**config.mk**
```make
export PLATFORM = sky130hd
export DESIGN_NAME = sram_seq_ring_ctrl
export DESIGN_NICKNAME = d
export VERILOG_FILES = /design/src/rtl/sram_seq_ring_ctrl.sv
export SDC_FILE = /design/constraint.sdc
export NUM_CORES = 1
export LEC_CHECK = 0
export CAP_MARGIN = 20
export CORE_AREA = 2 2 426 428
export CTS_CLUSTER_SIZE = 30
export DETAILED_ROUTE_END_ITERATION = 7
export DIE_AREA = 0 0 428 430
export PLACE_DENSITY = 0.43
export SLEW_MARGIN = 25
export SYNTH_ARGS = -nofsm -noshare
export SYNTH_HDL_FRONTEND = slang
export SYNTH_SLANG_ARGS = --single-unit
```
**constraint.sdc**
```tcl
create_clock -name clk -period 2.7 [get_ports clk]
set_clock_uncertainty 0.15 [all_clocks]
set_input_delay 0.54 -clock clk [delete_from_list [all_inputs] [get_ports clk]]
set_output_delay 0.54 -clock clk [all_outputs]
set_load 0.01 [all_outputs]
```
**src/rtl/sram_seq_ring_ctrl.sv**
```systemverilog
// Controller for the SRAM holding target sequence T: packed loads, in-order ring reads and
// writebacks for the PE array, and an init sweep that clears score state while keeping symbols.
module sram_seq_ring_ctrl #(
    parameter int  WORD_W       = 256,
    parameter int  ADDR_W       = 10,
    parameter int  SYM_PER_WORD = 7,
    parameter int  SYM_W        = 2,
    parameter int  FIELD_W      = 36,
    parameter int  HDR_W        = 4,
    parameter int  RD_LAT       = 1,
    localparam int CNT_W        = $clog2(SYM_PER_WORD + 1)
) (
    input  logic                            clk,
    input  logic                            rst_n,
    input  logic                            i_load_valid,
    input  logic                            i_load_last,
    input  logic [CNT_W-1:0]                i_load_cnt,
    input  logic [SYM_PER_WORD*SYM_W-1:0]   i_load_sym,
    output logic                            o_load_ready,
    input  logic                            i_init,
    input  logic                            i_req_valid,
    output logic                            o_req_ready,
    output logic                            o_rsp_valid,
    output logic [WORD_W-1:0]               o_rsp_data,
    input  logic                            i_wb_valid,
    input  logic [WORD_W-1:0]               i_wb_data,
    output logic                            o_wb_ready,
    output logic                            o_busy,
    output logic [ADDR_W+CNT_W-1:0]         o_t_size,
    output logic [ADDR_W:0]                 o_num_words,
    output logic                            o_overflow,
    output logic                            o_sram_cen,
    output logic                            o_sram_wen,
    output logic [ADDR_W-1:0]               o_sram_a,
    output logic [WORD_W-1:0]               o_sram_d,
    input  logic [WORD_W-1:0]               i_sram_q
);
    localparam int BODY_W = WORD_W - HDR_W;
    localparam int WAIT_W = $clog2(RD_LAT + 1);
    localparam int TS_W   = ADDR_W + CNT_W;
    localparam int NW_W   = ADDR_W + 1;

    typedef enum logic [2:0] {IDLE, LOAD, INIT_RD, INIT_WAIT, INIT_WR} state_t;

    state_t              state_reg, state_next;
    logic [NW_W-1:0]     num_words_reg, num_words_next;
    logic [TS_W-1:0]     t_size_reg, t_size_next;
    logic [CNT_W-1:0]    last_cnt_reg, last_cnt_next;
    logic                overflow_reg, overflow_next;
    logic [ADDR_W-1:0]   rd_ptr_reg, rd_ptr_next;
    logic [ADDR_W-1:0]   wr_ptr_reg, wr_ptr_next;
    logic [ADDR_W-1:0]   init_idx_reg, init_idx_next;
    logic [WAIT_W-1:0]   wait_cnt_reg, wait_cnt_next;
    logic                cen_reg, cen_next;
    logic                wen_reg, wen_next;
    logic [ADDR_W-1:0]   a_reg, a_next;
    logic [WORD_W-1:0]   d_reg, d_next;
    logic [RD_LAT:0]     rd_pipe_reg, rd_pipe_next;
    logic                rsp_valid_reg;
    logic [WORD_W-1:0]   rsp_data_reg;

    logic                load_ready, req_ready, wb_ready;
    logic                load_fire, rd_issue;
    logic [BODY_W-1:0]   load_body;
    logic [WORD_W-1:0]   keep_mask;
    logic [NW_W-1:0]     last_idx, base_words;
    logic [ADDR_W-1:0]   load_addr;
    logic                load_full, load_store, ring_nonempty;
    logic                wb_hdr_unused;

    function automatic logic [HDR_W-1:0] make_hdr(input logic [CNT_W-1:0] cnt);
        return {1'b1, (HDR_W-1)'(cnt)};
    endfunction

    // Each field carries its symbol in the top bits; everything below is PE score state.
    assign keep_mask[WORD_W-1 -: HDR_W] = '1;
    generate
        for (genvar gi = 0; gi < SYM_PER_WORD; gi++) begin : g_field
            localparam int HI = BODY_W - 1 - gi * FIELD_W;
            assign load_body[HI -: FIELD_W] =
                {i_load_sym[(SYM_PER_WORD-gi)*SYM_W-1 -: SYM_W], {(FIELD_W-SYM_W){1'b0}}};
            assign keep_mask[HI -: FIELD_W] = {{SYM_W{1'b1}}, {(FIELD_W-SYM_W){1'b0}}};
        end
    endgenerate

    assign wb_hdr_unused = ^i_wb_data[WORD_W-1 -: HDR_W];
    assign ring_nonempty = (num_words_reg != '0);
    assign last_idx      = num_words_reg - NW_W'(1);
    assign base_words    = (state_reg == IDLE) ? '0 : num_words_reg;
    assign load_addr     = base_words[ADDR_W-1:0];
    assign load_full     = &load_addr;
    assign load_store    = ~(i_load_last & (i_load_cnt == '0));

    always_comb begin
        state_next     = state_reg;
        num_words_next = num_words_reg;
        t_size_next    = t_size_reg;
        last_cnt_next  = last_cnt_reg;
        overflow_next  = overflow_reg;
        rd_ptr_next    = rd_ptr_reg;
        wr_ptr_next    = wr_ptr_reg;
        init_idx_next  = init_idx_reg;
        wait_cnt_next  = wait_cnt_reg;
        cen_next       = 1'b1;
        wen_next       = 1'b1;
        a_next         = a_reg;
        d_next         = d_reg;
        load_ready     = 1'b0;
        req_ready      = 1'b0;
        wb_ready       = 1'b0;
        load_fire      = 1'b0;
        rd_issue       = 1'b0;

        case (state_reg)
            IDLE: begin
                load_ready = ~i_init;
                wb_ready   = ~i_init & ring_nonempty;
                req_ready  = wb_ready & ~i_wb_valid;
                if (i_init) begin
                    if (ring_nonempty) begin
                        state_next    = INIT_RD;
                        init_idx_next = '0;
                        rd_ptr_next   = '0;
                        wr_ptr_next   = '0;
                    end
                end else if (i_load_valid) begin
                    load_fire = 1'b1;
                end else if (i_wb_valid && wb_ready) begin
                    cen_next    = 1'b0;
                    wen_next    = 1'b0;
                    a_next      = wr_ptr_reg;
                    d_next      = {make_hdr(({1'b0, wr_ptr_reg} == last_idx) ? last_cnt_reg : '0),
                                   i_wb_data[BODY_W-1:0]};
                    wr_ptr_next = ({1'b0, wr_ptr_reg} == last_idx) ? '0 : wr_ptr_reg + ADDR_W'(1);
                end else if (i_req_valid && req_ready) begin
                    cen_next    = 1'b0;
                    a_next      = rd_ptr_reg;
                    rd_issue    = 1'b1;
                    rd_ptr_next = ({1'b0, rd_ptr_reg} == last_idx) ? '0 : rd_ptr_reg + ADDR_W'(1);
                end
            end
            LOAD: begin
                load_ready = 1'b1;
                load_fire  = i_load_valid;
            end
            INIT_RD: begin
                cen_next      = 1'b0;
                a_next        = init_idx_reg;
                wait_cnt_next = '0;
                state_next    = INIT_WAIT;
            end
            INIT_WAIT: begin
                wait_cnt_next = wait_cnt_reg + WAIT_W'(1);
                if (wait_cnt_reg == WAIT_W'(RD_LAT - 1))
                    state_next = INIT_WR;
            end
            INIT_WR: begin
                cen_next = 1'b0;
                wen_next = 1'b0;
                a_next   = init_idx_reg;
                d_next   = i_sram_q & keep_mask;
                if ({1'b0, init_idx_reg} == last_idx) begin
                    state_next = IDLE;
                end else begin
                    init_idx_next = init_idx_reg + ADDR_W'(1);
                    state_next    = INIT_RD;
                end
            end
            default: state_next = IDLE;
        endcase

        // A beat taken in IDLE starts a fresh T; base_words is already zero in that case.
        if (load_fire) begin
            t_size_next   = ((state_reg == IDLE) ? '0 : t_size_reg) + TS_W'(i_load_cnt);
            overflow_next = (state_reg == IDLE) ? 1'b0 : overflow_reg;
            if (state_reg == IDLE) begin
                rd_ptr_next = '0;
                wr_ptr_next = '0;
            end
            if (i_load_last)
                last_cnt_next = load_store ? i_load_cnt :
                                ((base_words != '0) ? CNT_W'(SYM_PER_WORD) : '0);
            else
                last_cnt_next = load_full ? CNT_W'(SYM_PER_WORD) : '0;
            if (load_store) begin
                cen_next       = 1'b0;
                wen_next       = 1'b0;
                a_next         = load_addr;
                d_next         = {make_hdr(last_cnt_next), load_body};
                num_words_next = base_words + NW_W'(1);
            end else begin
                num_words_next = base_words;
            end
            if (!i_load_last && load_full)
                overflow_next = 1'b1;
            state_next = (i_load_last || load_full) ? IDLE : LOAD;
        end

        rd_pipe_next = {rd_pipe_reg[RD_LAT-1:0], rd_issue};
    end

    always_ff @(posedge clk or negedge rst_n) begin
        if (!rst_n) begin
            state_reg     <= IDLE;
            num_words_reg <= '0;
            t_size_reg    <= '0;
            last_cnt_reg  <= '0;
            overflow_reg  <= 1'b0;
            rd_ptr_reg    <= '0;
            wr_ptr_reg    <= '0;
            init_idx_reg  <= '0;
            wait_cnt_reg  <= '0;
            cen_reg       <= 1'b1;
            wen_reg       <= 1'b1;
            a_reg         <= '0;
            d_reg         <= '0;
            rd_pipe_reg   <= '0;
            rsp_valid_reg <= 1'b0;
            rsp_data_reg  <= '0;
        end else begin
            state_reg     <= state_next;
            num_words_reg <= num_words_next;
            t_size_reg    <= t_size_next;
            last_cnt_reg  <= last_cnt_next;
            overflow_reg  <= overflow_next;
            rd_ptr_reg    <= rd_ptr_next;
            wr_ptr_reg    <= wr_ptr_next;
            init_idx_reg  <= init_idx_next;
            wait_cnt_reg  <= wait_cnt_next;
            cen_reg       <= cen_next;
            wen_reg       <= wen_next;
            a_reg         <= a_next;
            d_reg         <= d_next;
            rd_pipe_reg   <= rd_pipe_next;
            rsp_valid_reg <= rd_pipe_reg[RD_LAT];
            rsp_data_reg  <= rd_pipe_reg[RD_LAT] ? i_sram_q : '0;
        end
    end

    assign o_load_ready = load_ready;
    assign o_req_ready  = req_ready;
    assign o_wb_ready   = wb_ready;
    assign o_rsp_valid  = rsp_valid_reg;
    assign o_rsp_data   = rsp_data_reg;
    assign o_busy       = (state_reg != IDLE);
    assign o_t_size     = t_size_reg;
    assign o_num_words  = num_words_reg;
    assign o_overflow   = overflow_reg;
    assign o_sram_cen   = cen_reg;
    assign o_sram_wen   = wen_reg;
    assign o_sram_a     = a_reg;
    assign o_sram_d     = d_reg;
endmodule
```
==> summary.txt <==
Global routing
  – GRT Overall Usage: 17.61%
  – Initial antenna violation count: 87
  – Vias in the first global route: 23060
  – First-pass GRT wire length: 220.5 mm
  – Largest net degree at the start of global routing: 103
  – Total gr overflow: 0

Die
  – Die width: 428 um
  – Initial Util: 13.09%
  – # rows: 156
  – Die Ht: 430 um
  – Die footprint: 184000 um^2
  – Core Region: 179800 um^2
  – I/O Pins: 1090

Run status
  – Violated checks: negative setup slack
  – Status: complete, but fails checks

Clocking
  – CTS tree: built
  – Reg clk slew, reported paths: 0.06 ns
  – CTS Root Cell: clkbuf_16
  – Clock tree buffer depth: 3
  – Clk Latency, worst-skew pair: 0.69 ns
  – CTS Buf Count: 84
  – CTS sink cnt: 589
  – H-tree depth: 3

Layout
  – Most frequent cells in the layout: clkdlybuf4s50_1 (1078), dfrtp_1 (585), nor2_1 (290), and2_1 (269), buf_4 (177)
  – Post-layout nets: 3943
  – P&R area growth vs syn: 87.01%
  – Final design utilization: 24.49%
  – Footprint of the multi-input gates: 8797 um^2
  – Commonest non-fill, non-tap cell in the layout: clkdlybuf4s50_1
  – Fill cell count: 19150
  – Layout cells sized above 1: 16.90%
  – Post-Layout Inst Area: 44020 um^2
  – Storage cell area: 14750 um^2

Synth
  – Xor/xnor cell area share of the yosys netlist: 2.296%
  – Compound-gate portion of the synthesized area: 14.17%
  – Register area share after synthesis: 62.63%
  – Ys async rst share: 100.0%
  – Syn nets: 2651
  – Top_reg_cell synth: dfrtp_1
  – Simple-gate portion of the synthesized area: 16.76%
  – Synth warn: 0
  – Synthesized cell area: 23540 um^2
  – Number of enable flip-flop cells after synthesis: 0
  – Yosys top cell by area: dfrtp_1
  – Post-synthesis adder-cell area fraction: 0.5635%
  – Distinct cells, synth: 80
  – Post-synthesis mux area share: 0.3508%
  – Post-synth top area share: 62.41%
  – Synth top area cells: dfrtp_1 (62%), a22oi_1 (8.0%), and2_1 (7.1%)
  – #FFs+latches synth: 589
  – Main combinational cell family by area after synthesis: simple AND/OR/NAND/NOR gates
  – Cells after synthesis: 2105
  – Avg Inst Size Synth: 11.18 um^2

Drt
  – Vias per inst: 3.900
  – DRT Pass-1 Iters: 5
  – Via Count: 22770
  – Drt total wl: 167.9 mm
  – Initial DRC count: 1498
  – Number of routed nets with antenna violations: 0
  – Residual DRC: 0
  – Routed WL per cell: 28.76 um

Timing
  – Finish-stage setup viols: 296
  – Post-route setup slack: -0.3510 ns
  – Total negative slack: -58.60 ns
  – Tcrit/Tclk final: 113.0%
  – Unrepaired setup endpoints after global routing: yes
  – Max Transition Viols Final: 0
  – Hold Slack: 0.2006 ns
  – Fmax: 327.8 MHz
  – Worst-margin pin slew: 0.7931 ns
  – Final Critical Period: 3.051 ns
  – Worst relative slew slack: 47.12%
  – Final Hold Viols: 0

Placement
  – Detailed Place HPWL: 132.6 mm
  – Placement Cell Area: 38940 um^2
  – DP Worst Slack: -0.4442 ns
  – Port Buffers: 1085
  – RD Place Congestion: 0.8948

Worst setup path
  – Startpoint Class: register
  – Worst Setup End Kind: output port
  – Crit path required time: 2.01 ns
  – Critical path arrival: 2.36 ns
  – WS Path Type: register to output port
  – Crit Path Max Fanout: 3

Power
  – LEAKAGE: 18.75 nW
  – Max rail drop VDD: 0.4916 mV
  – Pwr/cell area: 848.3 nW/um^2

Hold path
  – Worst Hold Class: primary input to async pin

Flow run
  – Number of max-cap violations: 0
## cell type report
class / count / area share (%)
Clock buffer: 117 / 5.469
Tap cell: 2370 / 6.737
Inverter: 20 / 0.1762
Antenna cell: 7 / 0.03980
Sequential cell: 589 / 33.50
Clock inverter: 34 / 0.9778
Multi-Input combinational cell: 1328 / 19.99
Timing Repair Buffer: 1374 / 33.11
## routing by layer
| metal | track usage [%] | vias to the layer above | share of wire (%) |
|---|---|---|---|
| li1 | - | 9896 | - |
| met1 | 21.42 | 11680 | 41 |
| met2 | 31.15 | 908 | 51 |
| met3 | 4.405 | 288 | 5.6 |
| met4 | 3.872 | 4 | 2.6 |
| met5 | 0 | - | 0.014 |
## cell families after synthesis
logic type	Yosys count
simple gates	789
flops	589
compound gates	464
buf+inv	188
xor+xnor	57
fa+ha+maj	10
mux	8
## path summary, 6_finish.rpt
check	cells after the start	to	slack, ns	from
worst min-delay path	2	o_sram_d[235]	0.20	rst_n
max in group asynchronous	3	o_sram_d[39]	1.22	rst_n
worst max-delay path	8	o_wb_ready	-0.35	o_num_words[1]
worst min register to register	0	rd_pipe_reg[1]	0.21	rd_pipe_reg[0]
worst max register to register	14	o_sram_d[115]	-0.33	o_num_words[1]
min in group clk	0	rd_pipe_reg[1]	0.21	rd_pipe_reg[0]
## synth_stat cells (10+ instances only)
| cell type | count |
|---|---|
| nor2_1 | 295 |
| dfrtp_1 | 587 |
| a221oi_1 | 20 |
| and3_1 | 10 |
| nand2_1 | 97 |
| nand3_1 | 35 |
| a21oi_1 | 51 |
| xor2_1 | 21 |
| buf_2 | 35 |
| a31oi_1 | 12 |
| o21ai_0 | 40 |
| xnor2_1 | 33 |
| nand4_1 | 14 |
| inv_1 | 20 |
| a22oi_1 | 252 |
| o22ai_1 | 11 |
| nor3_1 | 19 |
| clkbuf_1 | 127 |
| and2_1 | 269 |
## stage by stage
step / cells / total power [mW]
2_1_floorplan: 2105 / 16.23
3_3_place_gp: 5608 / 24.08
3_5_place_dp: 5608 / 24.11
4_1_cts: 5814 / 37.32
5_1_grt: 5839 / 39.25
6_report: 5839 / 37.34
## timing repair
action | in CTS | in global routing
setup buffers | 32 | 10
endpoints found under the hold margin | 48 | 0
cloned | 24 | 8
pin swaps | 11 | 19
hold buffers | 1 | 0
gates resized for setup | 73 | 117
setup endpoints to repair | 301 | 314
## report_power, final
part	internal, mW	total, mW	switching [mW]
Sequential	10.3	11.4	1.14
Combinational	7.19	14.4	7.20
Clock	6.83	11.6	4.72
## critical path, stage by stage, from the launching register on
cell	delay [ns]
dfrtp_2	0.40
inv_2	0.08
ha_4	0.15
or3b_4	0.39
buf_6	0.13
nor4_4	0.14
buf_4	0.17
nor3_4	0.05
buf_6	0.15
Note: power is estimated with default switching activity, not from simulation.
